$ cat src/rtl/vga_display_core.sv
// Parametrised VGA timing generator, N-object square renderer and aligned output pipeline.
// Object updates are double-buffered and committed at the end of the last active line.
module vga_display_core #(
  parameter int unsigned H_ACTIVE    = 640,
  parameter int unsigned H_FP        = 16,
  parameter int unsigned H_SYNC      = 96,
  parameter int unsigned H_BP        = 48,
  parameter int unsigned V_ACTIVE    = 480,
  parameter int unsigned V_FP        = 10,
  parameter int unsigned V_SYNC      = 2,
  parameter int unsigned V_BP        = 33,
  parameter bit          SYNC_POL    = 1'b0,
  parameter int unsigned PIPE_STAGES = 2,
  parameter int unsigned NUM_OBJ     = 2,
  parameter int unsigned OBJ_SIZE    = 8,
  parameter logic [11:0] BG_RGB      = 12'h000
) (
  input  logic                    CLK25MHZ,
  input  logic                    reset,
  input  logic                    upd_req,
  input  logic [10*NUM_OBJ-1:0]   obj_x,
  input  logic [10*NUM_OBJ-1:0]   obj_y,
  input  logic [12*NUM_OBJ-1:0]   obj_rgb,
  output logic                    upd_ack,
  output logic                    frame_start,
  output logic                    video_on,
  output logic [11:0]             rgb,
  output logic                    VGA_HS,
  output logic                    VGA_VS
);

  localparam int unsigned H_TOTAL = H_ACTIVE + H_FP + H_SYNC + H_BP;
  localparam int unsigned V_TOTAL = V_ACTIVE + V_FP + V_SYNC + V_BP;

  localparam logic [9:0] H_LAST     = 10'(H_TOTAL - 1);
  localparam logic [9:0] V_LAST     = 10'(V_TOTAL - 1);
  localparam logic [9:0] H_ACT      = 10'(H_ACTIVE);
  localparam logic [9:0] V_ACT      = 10'(V_ACTIVE);
  localparam logic [9:0] V_ACT_LAST = 10'(V_ACTIVE - 1);
  localparam logic [9:0] HS_START   = 10'(H_ACTIVE + H_FP);
  localparam logic [9:0] HS_END     = 10'(H_ACTIVE + H_FP + H_SYNC);
  localparam logic [9:0] VS_START   = 10'(V_ACTIVE + V_FP);
  localparam logic [9:0] VS_END     = 10'(V_ACTIVE + V_FP + V_SYNC);
  localparam logic [10:0] OBJ_SZ    = 11'(OBJ_SIZE);

  logic [9:0] hcnt;
  logic [9:0] vcnt;

  // Active (displayed) and pending (next-frame) object sets.
  logic [9:0]  act_x   [NUM_OBJ];
  logic [9:0]  act_y   [NUM_OBJ];
  logic [11:0] act_rgb [NUM_OBJ];
  logic [9:0]  pnd_x   [NUM_OBJ];
  logic [9:0]  pnd_y   [NUM_OBJ];
  logic [11:0] pnd_rgb [NUM_OBJ];
  logic        pending;
  logic        commit;

  logic        hs_raw;
  logic        vs_raw;
  logic        von_raw;
  logic        fs_raw;
  logic [11:0] obj_col;
  logic [11:0] rgb_raw;
  logic [NUM_OBJ-1:0] hit;

  logic [11:0]            rgb_pipe [PIPE_STAGES];
  logic [PIPE_STAGES-1:0] hs_pipe;
  logic [PIPE_STAGES-1:0] vs_pipe;
  logic [PIPE_STAGES-1:0] von_pipe;
  logic [PIPE_STAGES-1:0] fs_pipe;

  // Pixel and line counters.
  always_ff @(posedge CLK25MHZ or posedge reset) begin
    if (reset) begin
      hcnt <= '0;
      vcnt <= '0;
    end else if (hcnt == H_LAST) begin
      hcnt <= '0;
      vcnt <= (vcnt == V_LAST) ? 10'd0 : vcnt + 10'd1;
    end else begin
      hcnt <= hcnt + 10'd1;
    end
  end

  always_comb begin
    hs_raw  = (hcnt >= HS_START && hcnt < HS_END) ? SYNC_POL : ~SYNC_POL;
    vs_raw  = (vcnt >= VS_START && vcnt < VS_END) ? SYNC_POL : ~SYNC_POL;
    von_raw = (hcnt < H_ACT) && (vcnt < V_ACT);
    fs_raw  = (hcnt == 10'd0) && (vcnt == 10'd0);
    commit  = (hcnt == H_LAST) && (vcnt == V_ACT_LAST);
  end

  // 11-bit sums keep objects near the right/bottom edge clipped rather than wrapped.
  always_comb begin
    for (int i = 0; i < int'(NUM_OBJ); i++) begin
      hit[i] = ({1'b0, hcnt} >= {1'b0, act_x[i]}) &&
               ({1'b0, hcnt} <  ({1'b0, act_x[i]} + OBJ_SZ)) &&
               ({1'b0, vcnt} >= {1'b0, act_y[i]}) &&
               ({1'b0, vcnt} <  ({1'b0, act_y[i]} + OBJ_SZ));
    end
  end

  // Scan from the highest index down so the lowest hit index wins.
  always_comb begin
    obj_col = BG_RGB;
    for (int i = int'(NUM_OBJ) - 1; i >= 0; i--) begin
      if (hit[i]) begin
        obj_col = act_rgb[i];
      end
    end
    rgb_raw = von_raw ? obj_col : 12'h000;
  end

  // Update handshake: the commit consumes the old buffer even if upd_req lands on that cycle.
  always_ff @(posedge CLK25MHZ or posedge reset) begin
    if (reset) begin
      pending <= 1'b0;
      upd_ack <= 1'b0;
      for (int i = 0; i < int'(NUM_OBJ); i++) begin
        act_x[i]   <= H_ACT;
        act_y[i]   <= '0;
        act_rgb[i] <= '0;
        pnd_x[i]   <= '0;
        pnd_y[i]   <= '0;
        pnd_rgb[i] <= '0;
      end
    end else begin
      upd_ack <= commit && pending;
      if (commit && pending) begin
        for (int i = 0; i < int'(NUM_OBJ); i++) begin
          act_x[i]   <= pnd_x[i];
          act_y[i]   <= pnd_y[i];
          act_rgb[i] <= pnd_rgb[i];
        end
      end
      if (upd_req) begin
        pending <= 1'b1;
        for (int i = 0; i < int'(NUM_OBJ); i++) begin
          pnd_x[i]   <= obj_x[10*i +: 10];
          pnd_y[i]   <= obj_y[10*i +: 10];
          pnd_rgb[i] <= obj_rgb[12*i +: 12];
        end
      end else if (commit) begin
        pending <= 1'b0;
      end
    end
  end

  // Output pipeline: every pin-facing signal sees the same delay.
  always_ff @(posedge CLK25MHZ or posedge reset) begin
    if (reset) begin
      hs_pipe  <= {PIPE_STAGES{~SYNC_POL}};
      vs_pipe  <= {PIPE_STAGES{~SYNC_POL}};
      von_pipe <= '0;
      fs_pipe  <= '0;
      for (int i = 0; i < int'(PIPE_STAGES); i++) begin
        rgb_pipe[i] <= '0;
      end
    end else begin
      hs_pipe[0]  <= hs_raw;
      vs_pipe[0]  <= vs_raw;
      von_pipe[0] <= von_raw;
      fs_pipe[0]  <= fs_raw;
      rgb_pipe[0] <= rgb_raw;
      for (int i = 1; i < int'(PIPE_STAGES); i++) begin
        hs_pipe[i]  <= hs_pipe[i-1];
        vs_pipe[i]  <= vs_pipe[i-1];
        von_pipe[i] <= von_pipe[i-1];
        fs_pipe[i]  <= fs_pipe[i-1];
        rgb_pipe[i] <= rgb_pipe[i-1];
      end
    end
  end

  assign rgb         = rgb_pipe[PIPE_STAGES-1];
  assign VGA_HS      = hs_pipe[PIPE_STAGES-1];
  assign VGA_VS      = vs_pipe[PIPE_STAGES-1];
  assign video_on    = von_pipe[PIPE_STAGES-1];
  assign frame_start = fs_pipe[PIPE_STAGES-1];

endmodule
$ cat config.mk
export PLATFORM = sky130hd
export DESIGN_NAME = vga_display_core
export DESIGN_NICKNAME = d
export VERILOG_FILES = /design/src/rtl/vga_display_core.sv
export SDC_FILE = /design/constraint.sdc
export NUM_CORES = 1
export LEC_CHECK = 0
export CAP_MARGIN = 0
export CORE_ASPECT_RATIO = 1.2
export CORE_UTILIZATION = 27
export CTS_CLUSTER_SIZE = 40
export DETAILED_ROUTE_END_ITERATION = 6
export PLACE_DENSITY_LB_ADDON = 0.08
export SYNTH_ARGS = -nofsm -noshare
export SYNTH_HDL_FRONTEND = slang
export SYNTH_SLANG_ARGS = --single-unit
$ cat constraint.sdc
create_clock -name CLK25MHZ -period 5.9 [get_ports CLK25MHZ]
set_input_delay 0.885 -clock CLK25MHZ [delete_from_list [all_inputs] [get_ports CLK25MHZ]]
set_output_delay 0.885 -clock CLK25MHZ [all_outputs]
set_load 0.02 [all_outputs]
==> flow_summary.json <==
{
  "hold_depth": 0,
  "antenna_found_initial": 0,
  "grt_pass1_vias": 6322,
  "track_usage": 0.131,
  "slew_headroom": 0.237,
  "cts.sinks": 182,
  "p_leak_nw": 4.84,
  "synth_edf_count": 0,
  "area_growth_pct": 19.1,
  "fin_crit_ps": 3680,
  "postLayoutCellArea_mm2": 0.0109,
  "worstPathArrival_ps": 3970,
  "worstSetupStartpointType": "flop",
  "skew_ps": 10.2,
  "die_y_um": 204,
  "grt_pass1_wl_um": 34700,
  "antenna_cells": 0,
  "cts.root.buffer_cell": "clkbuf_16",
  "drtIter0Drc": 192,
  "cts.clk_slew.worst_paths_ps": 70,
  "drc": 0,
  "status": "complete, no violations",
  "maxCapViolCount": 0,
  "num_vias": 5805,
  "drt_pass1_iterations": 4,
  "ys_types": 54,
  "hold_class": "flop to flop",
  "port-buffer-count": 83,
  "finalWirelength_um": 21200,
  "drive_gt1_frac": 0.162,
  "min_period_over_period": 0.624,
  "die_x_um": 170,
  "crit_required_ps": 6190,
  "yosys_warnings": 0,
  "wire_per_inst_um": 16.6,
  "critPathCaptureType": "flop",
  "nets": 960,
  "synth_nets": 890,
  "gp_congestion": 0.791,
  "ant_nets": 0,
  "cts_buffers": 17,
  "synth_area_mm2": 0.00916,
  "io_pins": 84,
  "h-tree-depth": 4,
  "final.setup.tns_ps": 0,
  "powerDensity_mw_per_mm2": 235,
  "rsz0062_at_grt": "no",
  "yosysSeqAreaShare": 0.498,
  "die-area_mm2": 0.0347,
  "r2r_slack_ps": 2220,
  "coreArea_mm2": 0.0332,
  "crit_fanout": 13,
  "post_cts_resized": 0,
  "reg2regPathDepth": 8,
  "peakVddDrop_uv": 172,
  "start_util": 0.276,
  "cts_max_path_buffers": 2,
  "critPathKind": "flop to flop",
  "synth_flop_cell": "dfrtp_1",
  "syn_inst": 746,
  "cts_setup_buffers": 0,
  "cts_hold_buf": 0,
  "syn_avg_cell_area_um2": 12.3,
  "cts_tree": "built",
  "grt_max_degree": 94,
  "fmax_mhz": 272,
  "nFillCells": 3400,
  "hold_viol_final": 0,
  "worst_pin_slew_ps": 1140,
  "placed_area_mm2": 0.0103,
  "ys_ff_latch": 182,
  "vias_per_cell": 4.54,
  "dp_hpwl_um": 15000,
  "clkLatencyLatePin_ps": 430,
  "slew_violations": 0,
  "grt_overflow": 0,
  "num_rows": 73,
  "async_flop_share": 1.00,
  "setup_violations": 0
}
==> layout by cell type (no fill, tap or decap), drive strengths merged, types with 14 or more instances in the layout <==
cell	netlist	layout
clkbuf	14	19
mux2	129	129
clkdlybuf4s50	0	82
nand4	24	24
nand3	16	16
nor2	21	21
o21ai	16	16
inv	48	55
dfrtp	174	174
ha	77	77
nand2	35	35
xnor2	25	25
and2	14	14
a21oi	20	20
==> cells by family (layout without fill, tap and decap cells) <==
kind of cell | count (synthesis) | in the layout | share of synthesized area
AO/OA/AOI/OAI | 94 | 94 | 0.0691
multiplexers | 130 | 130 | 0.160
adder cells (fa/ha/maj) | 77 | 77 | 0.105
AND/OR/NAND/NOR | 149 | 149 | 0.0896
buffers and inverters | 84 | 167 | 0.0498
flip-flops | 182 | 182 | 0.498
XOR/XNOR | 30 | 30 | 0.0287
==> stage by stage <==
step	setup slack, ps	total power (W)	instances	utilization	hold slack (ps)
6_report	2220	0.00256	1279	0.328	349
5_1_grt	2030	0.00269	1279	0.328	362
4_1_cts	2150	0.00263	1279	0.328	351
3_5_place_dp	2160	0.00147	1247	0.311	335
3_3_place_gp	2180	0.00147	1247	0.311	337
2_1_floorplan	84.6	0.00140	746	-	331
==> layout make-up <==
type | instances | area, um2 | area share
inverter | 48 | 185 | 0.0170
sequential | 182 | 4560 | 0.418
timing repair buffer | 87 | 868 | 0.0796
clock inverter | 13 | 136 | 0.0125
clock buffer | 19 | 443 | 0.0406
tap | 450 | 563 | 0.0516
multi-input combinational | 480 | 4150 | 0.381
==> sequential cells by signal (all words and copies together), names as in the netlist, 2 cells and up <==
register,flops
act_rgb,24
pnd_y,20
act_y,20
hs_pipe,2
rgb,12
vs_pipe,2
fs_pipe,2
act_x,20
pnd_rgb,24
vcnt,10
von_pipe,2
hcnt,10
pnd_x,20
rgb_pipe,12
==> report_power, final <==
part / internal, W / leakage, nW / switching (W)
clock network: 0.000575 / 0.278 / 0.000543
registers: 0.00129 / 2.34 / 0.0000244
logic: 0.0000784 / 2.22 / 0.0000494
total: 0.00194 / 4.84 / 0.000616
==> worst max-delay path, cell delays in order, from the launching register on <==
cell	delay, ps
dfrtp_1	430
ha_1	300
inv_1	40
ha_1	300
a2111oi_0	740
a211oi_1	200
a211oi_2	800
and3_1	560
o31ai_1	170
==> metal layers <==
metal / wire (um) / track usage / up-vias
li1: - / - / 2809
met1: 9110 / 0.157 / 2889
met2: 11000 / 0.232 / 89
met3: 671 / 0.0254 / 18
met4: 442 / 0.0483 / 0
met5: 0 / 0 / -
==> path summary, 6_finish.rpt <==
check,from,endpoint
worst max-delay path,act_y[13]$_DFFE_PP0P_,rgb_pipe[14]$_DFF_PP0_
worst max register to register,act_y[13]$_DFFE_PP0P_,rgb_pipe[14]$_DFF_PP0_
min in group asynchronous,reset,pnd_x[15]$_DFFE_PP0P_
worst min register to register,rgb_pipe[23]$_DFF_PP0_,rgb[11]$_DFF_PP0_
max in group asynchronous,reset,vs_pipe[0]$_DFF_PP1_
worst min-delay path,rgb_pipe[23]$_DFF_PP0_,rgb[11]$_DFF_PP0_
==> synth_stat cells (all sizes together), types with 2 or more instances <==
library cell  instances  area (um2)
xnor2                25         219
nand3                16        85.1
a211o                 3        26.3
a211oi                9        67.6
nor3                  4        20.0
and3                  7        43.8
o21ai                16        80.1
a31oi                 5        31.3
nand3b                5        37.5
and4                  3        28.8
xor2                  5        43.8
o21a                  5        37.5
o2111ai               4        35.0
and2                 14        87.6
mux2                129        1450
clkbuf               14        52.6
nor4b                 2        17.5
nor4                  4        25.0
inv                  48         180
o31ai                13        97.6
nand4                24         156
nand2b                4        25.0
a21oi                20         100
buf                  22         224
a21o                  9        67.6
o41ai                 2        17.5
ha                   77         963
nor2                 21        81.3
dfstp                 8         210
nor2b                 5        31.3
dfrtp               174        4350
nand2                35         131
No activity file was read; power rests on OpenSTA's default activity.
